## config.mk

```make
export PLATFORM = sky130hd
export DESIGN_NAME = descriptor_engine
export DESIGN_NICKNAME = d
export VERILOG_FILES = /design/src/rtl/descriptor_engine.sv
export SDC_FILE = /design/constraint.sdc
export NUM_CORES = 1
export LEC_CHECK = 0
export CELL_PAD_IN_SITES_DETAIL_PLACEMENT = 2
export CELL_PAD_IN_SITES_GLOBAL_PLACEMENT = 2
export CORE_MARGIN = 2
export CORE_UTILIZATION = 28
export CTS_BUF_LIST = sky130_fd_sc_hd__clkbuf_8
export DETAILED_ROUTE_END_ITERATION = 7
export GPL_ROUTABILITY_DRIVEN = 0
export PLACE_DENSITY = 0.73
export SLEW_MARGIN = 20
export SYNTH_ARGS = -nofsm -noshare
export SYNTH_HDL_FRONTEND = slang
export SYNTH_SLANG_ARGS = --single-unit
```

## constraint.sdc

```tcl
create_clock -name clk -period 3.6 [get_ports clk]
set_input_delay 0.72 -clock clk [delete_from_list [all_inputs] [get_ports clk]]
set_output_delay 0.72 -clock clk [all_outputs]
set_load 0.02 [all_outputs]
```

## src/rtl/descriptor_engine.sv

```systemverilog
// descriptor_engine: walks a descriptor list held in the MPRF and emits
// addressed data words to the outbound buffer under a valid/ready handshake.
// The header word sets the base output address. Descriptors can emit a
// literal word, emit one indirect word, emit a burst of words, or move the
// output address. An all-zero terminator emits one completion word.
module descriptor_engine #(
    parameter int DATA_W    = 32,
    parameter int MPRF_AW   = 5,
    parameter int OUT_AW    = 10,
    parameter int FLAG_BITS = 5,
    parameter logic [DATA_W-1:0] DONE_WORD = {{(DATA_W-1){1'b0}}, 1'b1}
) (
    input  logic               clk,
    input  logic               rst,
    input  logic               start,
    input  logic [MPRF_AW-1:0] start_addr,
    output logic [MPRF_AW-1:0] mprf_addr,
    output logic               mprf_rd_en,
    input  logic [DATA_W-1:0]  mprf_rd_data,
    output logic               out_valid,
    input  logic               out_ready,
    output logic [OUT_AW-1:0]  out_addr,
    output logic [DATA_W-1:0]  out_data,
    output logic               busy,
    output logic               done,
    output logic               err
);

    typedef enum logic [2:0] {
        IDLE   = 3'd0,
        FETCH  = 3'd1,
        DECODE = 3'd2,
        DRD    = 3'd3,
        DWAIT  = 3'd4,
        EMIT   = 3'd5,
        FIN    = 3'd6
    } state_t;

    localparam logic [2:0]         OP_LIT   = 3'b000;
    localparam logic [2:0]         OP_IND   = 3'b001;
    localparam logic [2:0]         OP_BURST = 3'b010;
    localparam logic [2:0]         OP_SETA  = 3'b011;
    localparam logic [MPRF_AW-1:0] PC_ONE   = MPRF_AW'(1'b1);
    localparam logic [OUT_AW-1:0]  ADDR_ONE = OUT_AW'(1'b1);
    localparam logic [7:0]         CNT_ONE  = 8'd1;

    state_t              state_r, state_nxt_s;
    logic [MPRF_AW-1:0]  pc_r, pc_nxt_s;
    logic [MPRF_AW-1:0]  src_r, src_nxt_s;
    logic [OUT_AW-1:0]   base_r, base_nxt_s;
    logic [OUT_AW-1:0]   cur_addr_r, cur_addr_nxt_s;
    logic [7:0]          cnt_r, cnt_nxt_s;
    logic                hdr_r, hdr_nxt_s;
    logic                multi_r, multi_nxt_s;
    logic                err_r, err_nxt_s;
    logic                out_valid_r, out_valid_nxt_s;
    logic [OUT_AW-1:0]   out_addr_r, out_addr_nxt_s;
    logic [DATA_W-1:0]   out_data_r, out_data_nxt_s;
    logic [MPRF_AW-1:0]  mprf_addr_r, mprf_addr_nxt_s;
    logic                mprf_rd_en_r, mprf_rd_en_nxt_s;
    logic                busy_r, busy_nxt_s;
    logic                done_s;
    logic [2:0]          op_s;
    logic [OUT_AW-1:0]   flag_addr_s;

    assign op_s        = mprf_rd_data[DATA_W-1:DATA_W-3];
    // Completion address: base with its low FLAG_BITS bits forced to ones.
    assign flag_addr_s = {base_r[OUT_AW-1:FLAG_BITS], {FLAG_BITS{1'b1}}};

    // State register.
    always_ff @(posedge clk or posedge rst) begin
        if (rst) begin
            state_r <= IDLE;
        end else begin
            state_r <= state_nxt_s;
        end
    end

    // Datapath and registered outputs.
    always_ff @(posedge clk or posedge rst) begin
        if (rst) begin
            pc_r         <= '0;
            src_r        <= '0;
            base_r       <= '0;
            cur_addr_r   <= '0;
            cnt_r        <= 8'd0;
            hdr_r        <= 1'b0;
            multi_r      <= 1'b0;
            err_r        <= 1'b0;
            out_valid_r  <= 1'b0;
            out_addr_r   <= '0;
            out_data_r   <= '0;
            mprf_addr_r  <= '0;
            mprf_rd_en_r <= 1'b0;
            busy_r       <= 1'b0;
        end else begin
            pc_r         <= pc_nxt_s;
            src_r        <= src_nxt_s;
            base_r       <= base_nxt_s;
            cur_addr_r   <= cur_addr_nxt_s;
            cnt_r        <= cnt_nxt_s;
            hdr_r        <= hdr_nxt_s;
            multi_r      <= multi_nxt_s;
            err_r        <= err_nxt_s;
            out_valid_r  <= out_valid_nxt_s;
            out_addr_r   <= out_addr_nxt_s;
            out_data_r   <= out_data_nxt_s;
            mprf_addr_r  <= mprf_addr_nxt_s;
            mprf_rd_en_r <= mprf_rd_en_nxt_s;
            busy_r       <= busy_nxt_s;
        end
    end

    // Next-state, datapath updates and next values of the registered outputs.
    always_comb begin
        state_nxt_s    = state_r;
        pc_nxt_s       = pc_r;
        src_nxt_s      = src_r;
        base_nxt_s     = base_r;
        cur_addr_nxt_s = cur_addr_r;
        cnt_nxt_s      = cnt_r;
        hdr_nxt_s      = hdr_r;
        multi_nxt_s    = multi_r;
        err_nxt_s      = err_r;
        out_data_nxt_s = out_data_r;
        done_s         = 1'b0;

        case (state_r)
            IDLE: begin
                if (start) begin
                    pc_nxt_s    = start_addr;
                    hdr_nxt_s   = 1'b1;
                    err_nxt_s   = 1'b0;
                    state_nxt_s = FETCH;
                end else begin
                    state_nxt_s = IDLE;
                end
            end
            FETCH: begin
                state_nxt_s = DECODE;
            end
            DECODE: begin
                if (hdr_r) begin
                    base_nxt_s     = mprf_rd_data[OUT_AW-1:0];
                    cur_addr_nxt_s = mprf_rd_data[OUT_AW-1:0];
                    hdr_nxt_s      = 1'b0;
                    pc_nxt_s       = pc_r + PC_ONE;
                    state_nxt_s    = FETCH;
                end else begin
                    case (op_s)
                        OP_LIT: begin
                            if (mprf_rd_data == '0) begin
                                out_data_nxt_s = DONE_WORD;
                                state_nxt_s    = FIN;
                            end else begin
                                out_data_nxt_s = mprf_rd_data;
                                multi_nxt_s    = 1'b0;
                                state_nxt_s    = EMIT;
                            end
                        end
                        OP_IND: begin
                            src_nxt_s   = mprf_rd_data[MPRF_AW-1:0];
                            cnt_nxt_s   = CNT_ONE;
                            multi_nxt_s = 1'b1;
                            state_nxt_s = DRD;
                        end
                        OP_BURST: begin
                            src_nxt_s   = mprf_rd_data[MPRF_AW-1:0];
                            cnt_nxt_s   = mprf_rd_data[15:8];
                            multi_nxt_s = 1'b1;
                            // A zero-length burst is skipped like a no-op.
                            if (mprf_rd_data[15:8] == 8'd0) begin
                                pc_nxt_s    = pc_r + PC_ONE;
                                state_nxt_s = FETCH;
                            end else begin
                                state_nxt_s = DRD;
                            end
                        end
                        OP_SETA: begin
                            cur_addr_nxt_s = mprf_rd_data[OUT_AW-1:0];
                            pc_nxt_s       = pc_r + PC_ONE;
                            state_nxt_s    = FETCH;
                        end
                        default: begin
                            err_nxt_s   = 1'b1;
                            done_s      = 1'b1;
                            state_nxt_s = IDLE;
                        end
                    endcase
                end
            end
            DRD: begin
                state_nxt_s = DWAIT;
            end
            DWAIT: begin
                out_data_nxt_s = mprf_rd_data;
                state_nxt_s    = EMIT;
            end
            EMIT: begin
                if (out_ready) begin
                    cur_addr_nxt_s = cur_addr_r + ADDR_ONE;
                    if (multi_r && (cnt_r > CNT_ONE)) begin
                        cnt_nxt_s   = cnt_r - CNT_ONE;
                        src_nxt_s   = src_r + PC_ONE;
                        state_nxt_s = DRD;
                    end else begin
                        pc_nxt_s    = pc_r + PC_ONE;
                        state_nxt_s = FETCH;
                    end
                end else begin
                    state_nxt_s = EMIT;
                end
            end
            FIN: begin
                if (out_ready) begin
                    done_s      = 1'b1;
                    state_nxt_s = IDLE;
                end else begin
                    state_nxt_s = FIN;
                end
            end
            default: begin
                state_nxt_s = IDLE;
            end
        endcase

        // Registered outputs follow the state being entered so they line up
        // with that state on the next cycle.
        out_valid_nxt_s  = (state_nxt_s == EMIT) || (state_nxt_s == FIN);
        mprf_rd_en_nxt_s = (state_nxt_s == FETCH) || (state_nxt_s == DRD);
        busy_nxt_s       = (state_nxt_s != IDLE);

        if (state_nxt_s == EMIT) begin
            out_addr_nxt_s = cur_addr_nxt_s;
        end else if (state_nxt_s == FIN) begin
            out_addr_nxt_s = flag_addr_s;
        end else begin
            out_addr_nxt_s = out_addr_r;
        end

        if (state_nxt_s == FETCH) begin
            mprf_addr_nxt_s = pc_nxt_s;
        end else if (state_nxt_s == DRD) begin
            mprf_addr_nxt_s = src_nxt_s;
        end else begin
            mprf_addr_nxt_s = mprf_addr_r;
        end
    end

    assign mprf_addr  = mprf_addr_r;
    assign mprf_rd_en = mprf_rd_en_r;
    assign out_valid  = out_valid_r;
    assign out_addr   = out_addr_r;
    assign out_data   = out_data_r;
    assign busy       = busy_r;
    assign done       = done_s;
    assign err        = err_r;

endmodule

```

**After elaboration in Yosys (flattened, before gate mapping)**

Cells that the tools add are included.

- Flip-flop bits (word level): 94
- Output and inout port bits: 52

- $add $sub $neg: 4
- Order comparisons: 1
- Equality and inequality tests: 21
- Muxes and demuxes: 50
- Bitwise logic cells: 1
- Reductions and logical operators: 22

Operators by type and width:

| cell | number |
|---|---|
| 32-bit two-way mux | 3 |
| 32-bit case mux with 2 select lines | 1 |
| 5-bit two-way mux | 11 |
| 10-bit two-way mux | 5 |
| 32-bit logical NOT | 1 |
| 8-bit case mux with 2 select lines | 2 |
| 8-bit two-way mux | 3 |
| 3-bit case mux with 7 select lines | 1 |
| 10-bit case mux with 2 select lines | 1 |
| 5-bit case mux with 2 select lines | 2 |
| 3-bit by 2-bit equality test with 1-bit output, second input constant | 5 |
| 3-bit equality test, second input constant | 5 |
| 5-bit case mux with 3 select lines | 1 |
| 2-bit != test, second input constant | 6 |
| 3-bit case mux with 4 select lines | 1 |
| 2-bit nonzero test | 6 |
| 10-bit by 1-bit adder with 10-bit output, second input constant | 1 |
| 5-bit by 1-bit adder with 5-bit output, second input constant | 2 |
| 3-bit by 1-bit equality test with 1-bit output, second input constant | 3 |
| 1-bit two-way mux | 9 |
| 3-bit two-way mux | 3 |
| 8-bit by 1-bit > comparator with 1-bit output, second input constant | 1 |
| 8-bit logical NOT | 1 |
| 1-bit case mux with 2 select lines | 4 |
| other kinds (15) | 21 |

**Logic depth before layout (Yosys ltp)**

Gate-level depths: netlist of run 1.

- Depth in word-level cells: 8
- Mapped depth: 10
- Mapped depth without buffers: 10

**Worst setup path before layout of run 1**

No wires, ideal clock.

- Path kind: input to register
- Start: input port mprf_rd_data[29]
- End: register mprf_addr_r[0] (netlist: mprf_addr[0])
- Arrival time: 2.317 ns
- Path slack: 1.160 ns
- Stages: 10
- Path through: buf_2 -> nor3_1 -> nand3_1 -> nor3_1 -> o31a_1 -> buf_2 -> inv_4 -> nand2_1 -> inv_1 -> o221a_1

- Longest elaborated chain between the ends: 7

Ends and longest elaborated chain:

| what | line | text |
|---|---|---|
| start: declaration | 19 | `input logic [DATA_W-1:0] mprf_rd_data,` |
| 32-bit logical NOT | 152 | `if (mprf_rd_data == '0) begin` |
| 2-bit two-way mux | 152 |  |
| 3-bit case mux with 4 select lines (*) | 150 | `case (op_s)` |
| 3-bit two-way mux (*) | 143 | `if (hdr_r) begin` |
| 3-bit case mux with 7 select lines (*) | 128 | `case (state_r)` |
| via state_nxt_s[0] | 47 | `state_t state_r, state_nxt_s;` |
| 3-bit by 1-bit equality test with 1-bit output / 3-bit by 2-bit equality test with 1-bit output (equally long branches) | 241, 243 |  |
| 5-bit two-way mux / 2-bit nonzero test (equally long branches) | -- |  |
| end signal: assignment | 108 | `mprf_addr_r <= mprf_addr_nxt_s;` |
| end: declaration | 59 | `logic [MPRF_AW-1:0] mprf_addr_r, mprf_addr_nxt_s;` |

The timed path passes the listed nets; every way through them passes the cells marked *. The select of a mux whose other input is x is not followed.
A chain may end at the register's enable or synchronous reset.

**Worst setup path after layout of run 1**

- Start: input port out_ready
- End: output port done

- Longest elaborated chain between the ends: 2

Ends and longest elaborated chain:

| what | line | text |
|---|---|---|
| start: declaration | 21 | `input logic out_ready,` |
| 1-bit two-way mux | 215 | `if (out_ready) begin` |
| 1-bit case mux with 2 select lines | 128 |  |
| end: declaration | 25 | `output logic done,` |

Every way passes these cells.

==> results by group, run 1 <==
Logic synthesis
  • Post-synth EDFFs: 0
  • Most common flop cell mapped by yosys: dfrtp_1
  • YS warnings: 0
  • Synthesized area divided by synthesized cell count: 10.5 um^2
  • Sequential share of the synthesized area: 49.7%
  • Cells taking the most area after synthesis: dfrtp_1 50%, mux2_2 7.3%, nand2_1 2.7%, o21ai_0 2.5%, nor2_1 2.3%
  • Netlist Area Pre-Place: 0.00449 mm^2
  • Cell type contributing the most total cell area after synthesis: dfrtp_1
  • Synthesized netlist cell count: 426
  • Number of register bits inferred by synthesis: 89
  • Portion of synthesized cell area occupied by the leading cell type: 49.7%
  • Syn Nets: 472
  • FFs w/ async S/R, synth: between 90% and 100%
  • Synth unique cells: 70

Clock network
  • Buffer count from post-CTS setup fixing: 0
  • H-tree levels: 3
  • Count of cells resized by post-cts repair: 0
  • CTS Buf Count: 9
  • Post-CTS Hold Fix Bufs: 0
  • CTS tree: built
  • Clock tree root driver cell: clkbuf_8
  • CTS max path bufs: 2
  • CTS clk-pin slew, worst paths: 0.09 ns
  • CTS sink cnt: 89
  • Worst-Skew Late Latency: 0.39 ns

STA
  • Fmax: between 300 and 400 MHz
  • Worst slew margin relative to its limit: 47.4%
  • Clk_skew: 0.0167 ns
  • Total count of max-transition violations in the final report: 0
  • Final hold violation count: 0
  • Crit share post-route: 85.9%
  • RSZ-0062 raised after global routing: false
  • Final total negative setup slack: 0 ns
  • Total setup violations reported at the end of the flow: 0
  • Slew @ Worst Pin: 0.789 ns
  • Final critical delay including setup and external delays: 3.09 ns

Detailed routing
  • DRC Markers: 0
  • Via-per-instance ratio: 5.18
  • Total detailed-routing wirelength: 15500 um
  • Initial DRT Pass Iterations: 4
  • Post-route antenna net violation count: 0
  • DR iter-0 viols: 204
  • Vias: 3887
  • Detailed-route wire length per cell: 20.6 um

Floorplan
  • Overall die height: 131 um
  • Die area: 0.0170 mm^2
  • Starting utilization of the core area: between 20% and 30%
  • Core area: 0.0158 mm^2
  • Die width: 131 um
  • I/O pins: a little over 90
  • Count of standard-cell rows: 46

Outcome
  • Run status: finished, final reports clean

Worst hold path
  • WHS Endpoint: out_data[31]
  • Worst Hold Class: reg2reg
  • Launch instance of the worst min-delay path: out_data[31]
  • Cell count of the worst hold path: 2

Critical path
  • Data required, critical path: 2.88 ns
  • Setup CP Type: in2out
  • Worst setup slack for register-to-register paths: 0.79 ns
  • Start of the worst register-to-register path: cnt_r[0]
  • Critical-path maximum fanout: 8
  • Nature of the critical path startpoint: input pin
  • Type of element capturing the critical path: output pin
  • Cell count of the worst reg-to-reg path: 8
  • Reg-to-reg critical path endpoint: mprf_addr[3]
  • Arrival time reported for the critical path endpoint: roughly 2.4 ns

Global route
  • Antenna violations before repair: 0
  • Maximum number of pins on one net before global-route repair: 50
  • Gr ovfl total: 0
  • Overall track demand over capacity in global routing: between 10% and 20%
  • First-pass GRT wire length: 25000 um
  • Number of global-route vias before repair: 4426

Power and ir drop
  • Net switching fraction of the power: a little over two fifths
  • Net switching power of the design: 2.17 mW
  • VDD IR-drop max: between 0.0003 and 0.0004 V
  • Portion of total power attributed to sequential cells: 35.8%
  • Total internal power: 3.04 mW
  • Leak Pwr: around 2.5 nW
  • Total power draw: approximately 5.2 mW
  • Clk pwr share: ~14%
  • Power per cell area: 876 mW/mm^2
  • Proportion of power drawn by combinational gates: 50.0%

Layout
  • Layout net count: 576
  • N_diodes: 0
  • Share of post-route cells with drive strength above 1: ~15%
  • Area added between synthesis and finish: 32.7%
  • Post-Route Utilization: 37.8%
  • Non-Filler Instances: ~750

Place
  • Number of placed cells counting well taps: 735
  • Sum of net half-perimeters after detailed placement: about 12000 um
  • Number of port buffers: 92

Flow run
  • Maxcap violations: 0
-- per-stage QoR --
| stage | hold WS (ns) | instance area [um^2] | setup slack (ns) |
|---|---|---|---|
| global placement | 0.453 | 5750 | 0.461 |
| detailed placement | 0.468 | 5750 | 0.324 |
| floorplan | 0.450 | 4490 | 0.573 |
| global route | 0.519 | 5950 | 0.391 |
| CTS | 0.488 | 5950 | 0.497 |
| finish | 0.482 | 5950 | 0.507 |
-- worst max-delay path by stage --
stage / start / end / slack, ns / cells after the start
after floorplan: rst / base_r[5] / 0.57 / 1
after global placement: mprf_rd_data[29] / mprf_addr[0] / 0.46 / 9
after detailed placement: mprf_rd_data[29] / mprf_addr[0] / 0.32 / 9
after CTS: out_ready / done / 0.50 / 4
after global routing: out_ready / done / 0.39 / 4
final: out_ready / done / 0.51 / 4
-- cells by family after synthesis --
| family | synth area share (%) |
|---|---|
| flip-flops | 49.7 |
| buffers and inverters | 3.99 |
| AO/OA/AOI/OAI | 20.8 |
| XOR/XNOR | 0.586 |
| multiplexers | 7.50 |
| AND/OR/NAND/NOR | 16.0 |
| adder cells (fa/ha/maj) | 1.39 |
-- Yosys cell counts (all sizes together), types with 3 or more instances --
cell     count
dfrtp       89
nand2       32
mux2        29
nor2        29
o21ai       23
inv         22
a21oi       21
nor3        17
nand3       11
a221o       10
buf         10
nor4         8
a21o         7
a22o         7
a22oi        7
a31oi        7
clkbuf       7
nor2b        6
o2bb2ai      6
a32oi        5
ha           5
o32a         5
or3          5
nand2b       4
nand4        4
o22ai        4
nor3b        3
-- placed cells by master, fill, tap and decap left out, types with 7 or more instances in the layout --
master and n:
a21o_1 7, a21oi_1 19, a221o_1 10, a22o_1 7, a22oi_1 7, a31oi_1 7
buf_4 17, clkbuf_8 11, clkdlybuf4s50_1 92, dfrtp_1 89, inv_1 20, mux2_2 29
nand2_1 32, nand3_1 11, nor2_1 28, nor3_1 17, o21ai_0 22
-- layer usage --
metal / vias to the layer above / share of wire, % / track usage (%)
met5: - / 0 / 0
met4: 0 / 2.0 / 7.01
met3: 21 / 2.9 / 3.01
met2: 64 / 50 / 33.0
met1: 1993 / 45 / 25.2
li1: 1809 / - / -
-- power by group through the flow --
stage	Combinational, mW	Sequential (mW)	Clock [mW]
detailed placement	2.62	1.89	0
global route	2.83	1.94	0.805
CTS	2.64	1.87	0.765
global placement	2.55	1.86	0
floorplan	1.28	2.08	0
finish	2.61	1.87	0.739
-- worst max-delay path, cell delays in order --
cell	delay (ns)
clkdlybuf4s50_1	0.67
a22oi_1	0.14
nor2b_1	0.19
clkdlybuf4s50_1	0.64
-- state kept, by name, indices dropped and copies added, names as in the netlist --
signal,cells
hdr_r,1
pc_r,5
src_r,5
multi_r,1
busy,1
out_data,32
cur_addr_r,10
mprf_rd_en,1
out_valid,1
cnt_r,8
mprf_addr,5
err,1
state_r,3
base_r,5
out_addr,10
-- final cells by class --
type / count / area [um^2]
Fill cell: 1695 / 9820
Sequential cell: 89 / 2230
Multi-Input combinational cell: 297 / 2090
Timing Repair Buffer: 110 / 1070
Tap cell: 216 / 270
Clock buffer: 11 / 151
Inverter: 23 / 91.3
Clock inverter: 5 / 55.1
(Power assumes the default switching activity.)
==> run 2, diff against run 1 <==
--- a/config.mk
+++ b/config.mk
@@ -11,8 +11,9 @@
 export CORE_UTILIZATION = 28
 export CTS_BUF_LIST = sky130_fd_sc_hd__clkbuf_8
 export DETAILED_ROUTE_END_ITERATION = 7
+export DONT_BUFFER_PORTS = 1
 export GPL_ROUTABILITY_DRIVEN = 0
-export PLACE_DENSITY = 0.73
+export PLACE_DENSITY = 0.61
 export SLEW_MARGIN = 20
 export SYNTH_ARGS = -nofsm -noshare
 export SYNTH_HDL_FRONTEND = slang
==> results by group, run 2 (synthesis results as in run 1) <==
Outcome
  • Run status: finished, final reports clean

STA
  • Fmax: 345 MHz
  • Clk_skew: 0.00669 ns
  • Crit share post-route: 80.5%
  • Total setup violations reported at the end of the flow: 0
  • Final hold violation count: 0
  • Total count of max-transition violations in the final report: 0
  • RSZ-0062 raised after global routing: false
  • Final total negative setup slack: 0 ns
  • Slew @ Worst Pin: 0.965 ns
  • Final critical delay including setup and external delays: slightly below 3 ns
  • Worst slew margin relative to its limit: a little over a third

Floorplan
  • Overall die height: around 130 um
  • Starting utilization of the core area: 28.4%
  • Die area: between 0.015 and 0.02 mm^2
  • Die width: between 100 and 150 um
  • I/O pins: 93
  • Count of standard-cell rows: 46
  • Core area: 0.0158 mm^2

Power and ir drop
  • VDD IR-drop max: 0.000343 V
  • Total power draw: 4.51 mW
  • Power per cell area: around 900 mW/mm^2
  • Leak Pwr: 2.06 nW

Global route
  • Gr ovfl total: 0
  • Met1 GRT Util: 22.5%
  • Met2 demand-to-capacity share in global routing: 32.0%
  • Top Usage Layer GRT: met2
  • Overall track demand over capacity in global routing: 18.4%
  • Maximum number of pins on one net before global-route repair: 36
  • First-pass GRT wire length: 23200 um
  • Antenna violations before repair: 0
  • Met3 usage in global routing: approximately 3.5%
  • Number of global-route vias before repair: 3878

Layout
  • Share of post-route cells with drive strength above 1: 16.8%
  • Area added between synthesis and finish: 9.85%
  • Most common library cell in the layout ignoring fill and taps: dfrtp_1
  • Layout net count: approximately 480
  • N_diodes: 0
  • Highest-count cells in the layout ignoring fill and taps: 89 x dfrtp_1, 32 x nand2_1, 29 x mux2_2, 28 x nor2_1, 22 x o21ai_0
  • Largest register FFs: 32

Clock network
  • CTS max path bufs: 2
  • Clock tree root driver cell: clkbuf_8
  • Worst-Skew Late Latency: 0.38 ns
  • CTS clk-pin slew, worst paths: 0.09 ns
  • Post-CTS Hold Fix Bufs: 0
  • CTS Buf Count: 9
  • CTS sink cnt: 89
  • Count of cells resized by post-cts repair: 0
  • CTS tree: built
  • H-tree levels: 3
  • Buffer count from post-CTS setup fixing: 0

Critical path
  • Cell count of the worst reg-to-reg path: 7
  • Start of the worst register-to-register path: state_r[0]
  • Setup CP Type: reg2reg
  • Most used cell along the critical path: nand2_1
  • Highest-delay cell along the critical path: dfrtp_1
  • Type of element capturing the critical path: flip-flop
  • Nature of the critical path startpoint: flip-flop
  • Reg-to-reg critical path endpoint: mprf_addr[1]
  • Arrival time reported for the critical path endpoint: 3.17 ns
  • Cell chain of the critical path: nor3b_2 -> nand2_1 -> o311a_1 -> o31a_1 -> inv_4 -> nand2_1 -> a221o_1
  • Cell family contributing the most delay on the critical path: simple AND/OR/NAND/NOR gates
  • Critical-path maximum fanout: 17
  • Number of buffer and inverter instances along the worst setup path: 1
  • Worst setup slack for register-to-register paths: 0.70 ns
  • Data required, critical path: 3.87 ns
  • Delay of the slowest critical-path stage: 0.64 ns

Worst hold path
  • Worst Hold Class: in2async

Detailed routing
  • Vias: 3509
  • Post-route antenna net violation count: 0
  • Via-per-instance ratio: 5.40
  • Total detailed-routing wirelength: 14800 um
  • DR iter-0 viols: 195
  • Detailed-route wire length per cell: 22.7 um
  • DRC Markers: 0
  • Initial DRT Pass Iterations: 6

Flow run
  • Maxcap violations: 0

Place
  • Sum of net half-perimeters after detailed placement: about 11000 um
  • Number of port buffers: 0
run 2: through the flow:
stage	utilization (%)	hold WS, ns	setup slack, ns	area [um^2]	instances
2_1_floorplan	-	0.450	0.573	4490	426
3_3_place_gp	30.1	0.489	0.721	4750	634
3_5_place_dp	30.1	0.503	0.551	4750	634
4_1_cts	31.2	0.267	0.672	4930	650
5_1_grt	31.2	0.302	0.487	4930	650
6_report	31.2	0.268	0.702	4930	650
run 2: metal layers:
metal	part of all wire, %	vias to the layer above
met3	3.7	17
li1	-	1599
met5	0	-
met4	2.0	0
met2	51	60
met1	43	1833
run 2: how the worst max path moves through the flow:
stage / startpoint / endpoint / slack (ns) / depth (start not counted)
3_5_place_dp: mprf_rd_data[12] / mprf_addr[0] / 0.55 / 8
5_1_grt: state_r[0] / mprf_addr[1] / 0.49 / 7
2_1_floorplan: rst / base_r[5] / 0.57 / 1
3_3_place_gp: mprf_rd_data[12] / mprf_addr[0] / 0.72 / 8
6_report: state_r[0] / mprf_addr[1] / 0.70 / 7
4_1_cts: state_r[0] / mprf_addr[1] / 0.67 / 7
run 2: where the power goes:
group | internal, mW | switching, mW | total [mW]
combinational | 0.709 | 0.884 | 1.59
sequential | 1.46 | 0.801 | 2.26
clock | 0.271 | 0.388 | 0.658
run 2: area by class of cell:
class	count	area, um^2
Clock buffer	10	138
Clock inverter	6	42.5
Fill cell	1735	10800
Inverter	23	91.3
Multi-Input combinational cell	297	2090
Sequential cell	89	2230
Tap cell	216	270
Timing Repair Buffer	9	67.6
run 2: worst reg2reg max path: cells and delay by family, from the launching register on:
family                 cells  cell delay (ns)
AOI/OAI and AO/OA          3             0.87
buffers and inverters      1             0.19
DFF                        1             0.64
and+or+nand+nor            3             1.09
==> run 3, diff against run 2 <==
--- a/config.mk
+++ b/config.mk
@@ -13,7 +13,7 @@
 export DETAILED_ROUTE_END_ITERATION = 7
 export DONT_BUFFER_PORTS = 1
 export GPL_ROUTABILITY_DRIVEN = 0
-export PLACE_DENSITY = 0.61
+export PLACE_DENSITY = 0.63
 export SLEW_MARGIN = 20
 export SYNTH_ARGS = -nofsm -noshare
 export SYNTH_HDL_FRONTEND = slang
==> constraint.sdc (replaced) <==
create_clock -name clk -period 2.35 [get_ports clk]
set_input_delay 0.47 -clock clk [delete_from_list [all_inputs] [get_ports clk]]
set_output_delay 0.47 -clock clk [all_outputs]
set_load 0.02 [all_outputs]
==> results by group, run 3 (synthesis results as in run 1) <==
Layout
  • Area of combinational cells with multiple inputs: 0.00214 mm^2
  • N_diodes: 0
  • Layout net count: 519
  • Most common library cell in the layout ignoring fill and taps: dfrtp_1
  • Filler cell count: around 1700
  • Area added between synthesis and finish: 19.3%
  • Largest register FFs: 32
  • Share of post-route cells with drive strength above 1: 25.9%
  • Highest-count cells in the layout ignoring fill and taps: 86 x dfrtp_1, 51 x buf_4, 32 x nand2_1, 29 x mux2_2, 28 x nor2_1
  • Seq. cell area: 0.00223 mm^2
  • Post-route cell area: 0.00535 mm^2

STA
  • Worst slew margin relative to its limit: 61.3%
  • Final critical delay including setup and external delays: 2.32 ns
  • Clk_skew: about 0.011 ns
  • Total setup violations reported at the end of the flow: 0
  • Final hold violation count: 0
  • Fmax: 430 MHz
  • Slew @ Worst Pin: approximately 0.58 ns
  • Worst Setup Slack, final: 0.0265 ns
  • Total count of max-transition violations in the final report: 0
  • Final total negative setup slack: 0 ns
  • Crit share post-route: 98.9%

Detailed routing
  • Via-per-instance ratio: 5.36
  • DR iter-0 viols: around 120
  • Initial DRT Pass Iterations: 4
  • DRC Markers: 0
  • Post-route antenna net violation count: 0
  • Vias: 3720
  • Detailed-route wire length per cell: 22.6 um
  • Total detailed-routing wirelength: between 15000 and 20000 um

Global route
  • Gr ovfl total: 0
  • First-pass GRT wire length: 24400 um
  • Number of global-route vias before repair: approximately 4100
  • Maximum number of pins on one net before global-route repair: 47
  • Overall track demand over capacity in global routing: 19.1%
  • Antenna violations before repair: 0

Place
  • Setup slack at placement: -0.0591 ns
  • Sum of net half-perimeters after detailed placement: 11900 um
  • Cell area reported after detailed placement: around 0.0050 mm^2
  • Number of port buffers: 0

Clock network
  • H-tree levels: 3
  • Worst-Skew Late Latency: 0.39 ns
  • Clock tree root driver cell: clkbuf_8
  • CTS max path bufs: 2
  • CTS clk-pin slew, worst paths: 0.09 ns
  • CTS sink cnt: 89
  • CTS Buf Count: 9
  • CTS tree: built

Floorplan
  • Starting utilization of the core area: 28.4%
  • Die width: around 130 um
  • I/O pins: 93
  • Overall die height: 131 um
  • Count of standard-cell rows: 46
  • Core area: 0.0158 mm^2
  • Die area: 0.0170 mm^2

Critical path
  • Reg-to-reg critical path endpoint: out_addr[5]
  • Cell count of the worst reg-to-reg path: 9
  • Start of the worst register-to-register path: state_r[2]
  • Highest-delay cell along the critical path: or4_1
  • Startpoint of the worst setup timing path: state_r[2]
  • Critical-path maximum fanout: 8
  • Type of element capturing the critical path: flip-flop
  • Arrival time reported for the critical path endpoint: about 2.6 ns
  • Cell chain of the critical path: buf_4 -> nor3_1 -> o21ai_1 -> or4_1 -> and3_4 -> inv_4 -> o21ai_4 -> buf_4 -> o2bb2ai_1
  • Most used cell along the critical path: buf_4
  • Worst setup slack for register-to-register paths: 0.03 ns
  • Setup CP Type: reg2reg
  • Nature of the critical path startpoint: flip-flop
  • Cell family contributing the most delay on the critical path: simple AND/OR/NAND/NOR gates
  • Data required, critical path: roughly 2.6 ns
  • Delay of the slowest critical-path stage: 0.55 ns
  • Number of buffer and inverter instances along the worst setup path: 3

Worst hold path
  • Worst Hold Class: in2reg
  • Cell count of the worst hold path: 2
  • Launch instance of the worst min-delay path: mprf_rd_data[31]
  • WHS Endpoint: out_data[31]

Power and ir drop
  • Power per cell area: 1400 mW/mm^2
  • Leak Pwr: between 2 and 2.5 nW
  • Clk pwr share: 14.8%
  • Net switching power of the design: about 3.3 mW
  • Proportion of power drawn by combinational gates: 39.7%
  • Total internal power: 4.17 mW
  • VDD IR-drop max: 0.000508 V
  • Total power draw: 7.50 mW
  • Portion of total power attributed to sequential cells: 45.6%
  • Net switching fraction of the power: around 44%

Flow run
  • Maxcap violations: 0

Outcome
  • Run status: finished, final reports clean
-- run 3: cell types whose count changed in the layout (fill, tap and decap cells not counted), moves of 2 or more --
cell      change
a31oi_1       -2
a31oi_4       +2
buf_4        +42
clkinv_2      -3
dfrtp_1       -3
dfrtp_2       +3
inv_1         +2
-- run 3: per-layer routing --
layer / track usage [%] / share of wire [%] / wire length, um / vias up
met5: 0 / 0 / 0 / -
met2: 33.1 / 51 / 8020 / 58
met4: 6.82 / 1.8 / 288 / 0
met3: 4.07 / 3.8 / 600 / 15
met1: 23.5 / 43 / 6770 / 1957
li1: - / - / - / 1690
-- run 3: area by class of cell --
class                           instances  area share (%)
Tap cell                              216            5.05
Inverter                               23            1.78
Timing Repair Buffer                   53            7.72
Clock buffer                           10            2.57
Sequential cell                        89            41.7
Multi-Input combinational cell        297            40.1
Clock inverter                          6            1.12
-- run 3: per-stage QoR --
step                hold slack (ns)  instances  utilization (%)
floorplan                     0.450        426                -
global placement              0.324        671             32.0
detailed placement            0.333        671             32.0
CTS                           0.207        688             33.4
global route                  0.217        694             33.9
finish                        0.216        694             33.9
-- run 3: worst reg2reg max path, stage by stage, from the launching register on --
cell and delay (ns):
dfrtp_2 0.47, buf_4 0.18, nor3_1 0.23, o21ai_1 0.13
or4_1 0.55, and3_4 0.22, inv_4 0.09, o21ai_4 0.07
buf_4 0.15, o2bb2ai_1 0.12
-- run 3: power by group through the flow --
stage / Combinational (mW) / Clock [mW] / Sequential [mW]
after global placement: 2.73 / 0 / 3.42
after CTS: 2.90 / 1.13 / 3.42
final: 2.97 / 1.11 / 3.42
after detailed placement: 2.88 / 0 / 3.44
after global routing: 3.29 / 1.18 / 3.52
after floorplan: 1.96 / 0 / 3.19
-- run 3: repair_timing --
action	in CTS	in global routing
endpoints found under the hold margin	11	0
buffers inserted	0	6
pin swaps	0	5
endpoints found under the setup margin	7	20
gates resized for setup	2	12
hold buffers	1	0
-- run 3: worst max-delay path by stage --
| stage | endpoint | slack [ns] | cells past startpoint |
|---|---|---|---|
| final | out_addr[5] | 0.03 | 9 |
| after detailed placement | mprf_addr[3] | -0.06 | 8 |
| after global routing | out_addr[7] | -0.07 | 9 |
| after global placement | mprf_addr[3] | 0.01 | 8 |
| after floorplan | mprf_addr[3] | 0.13 | 8 |
| after CTS | mprf_addr[3] | 0.01 | 8 |
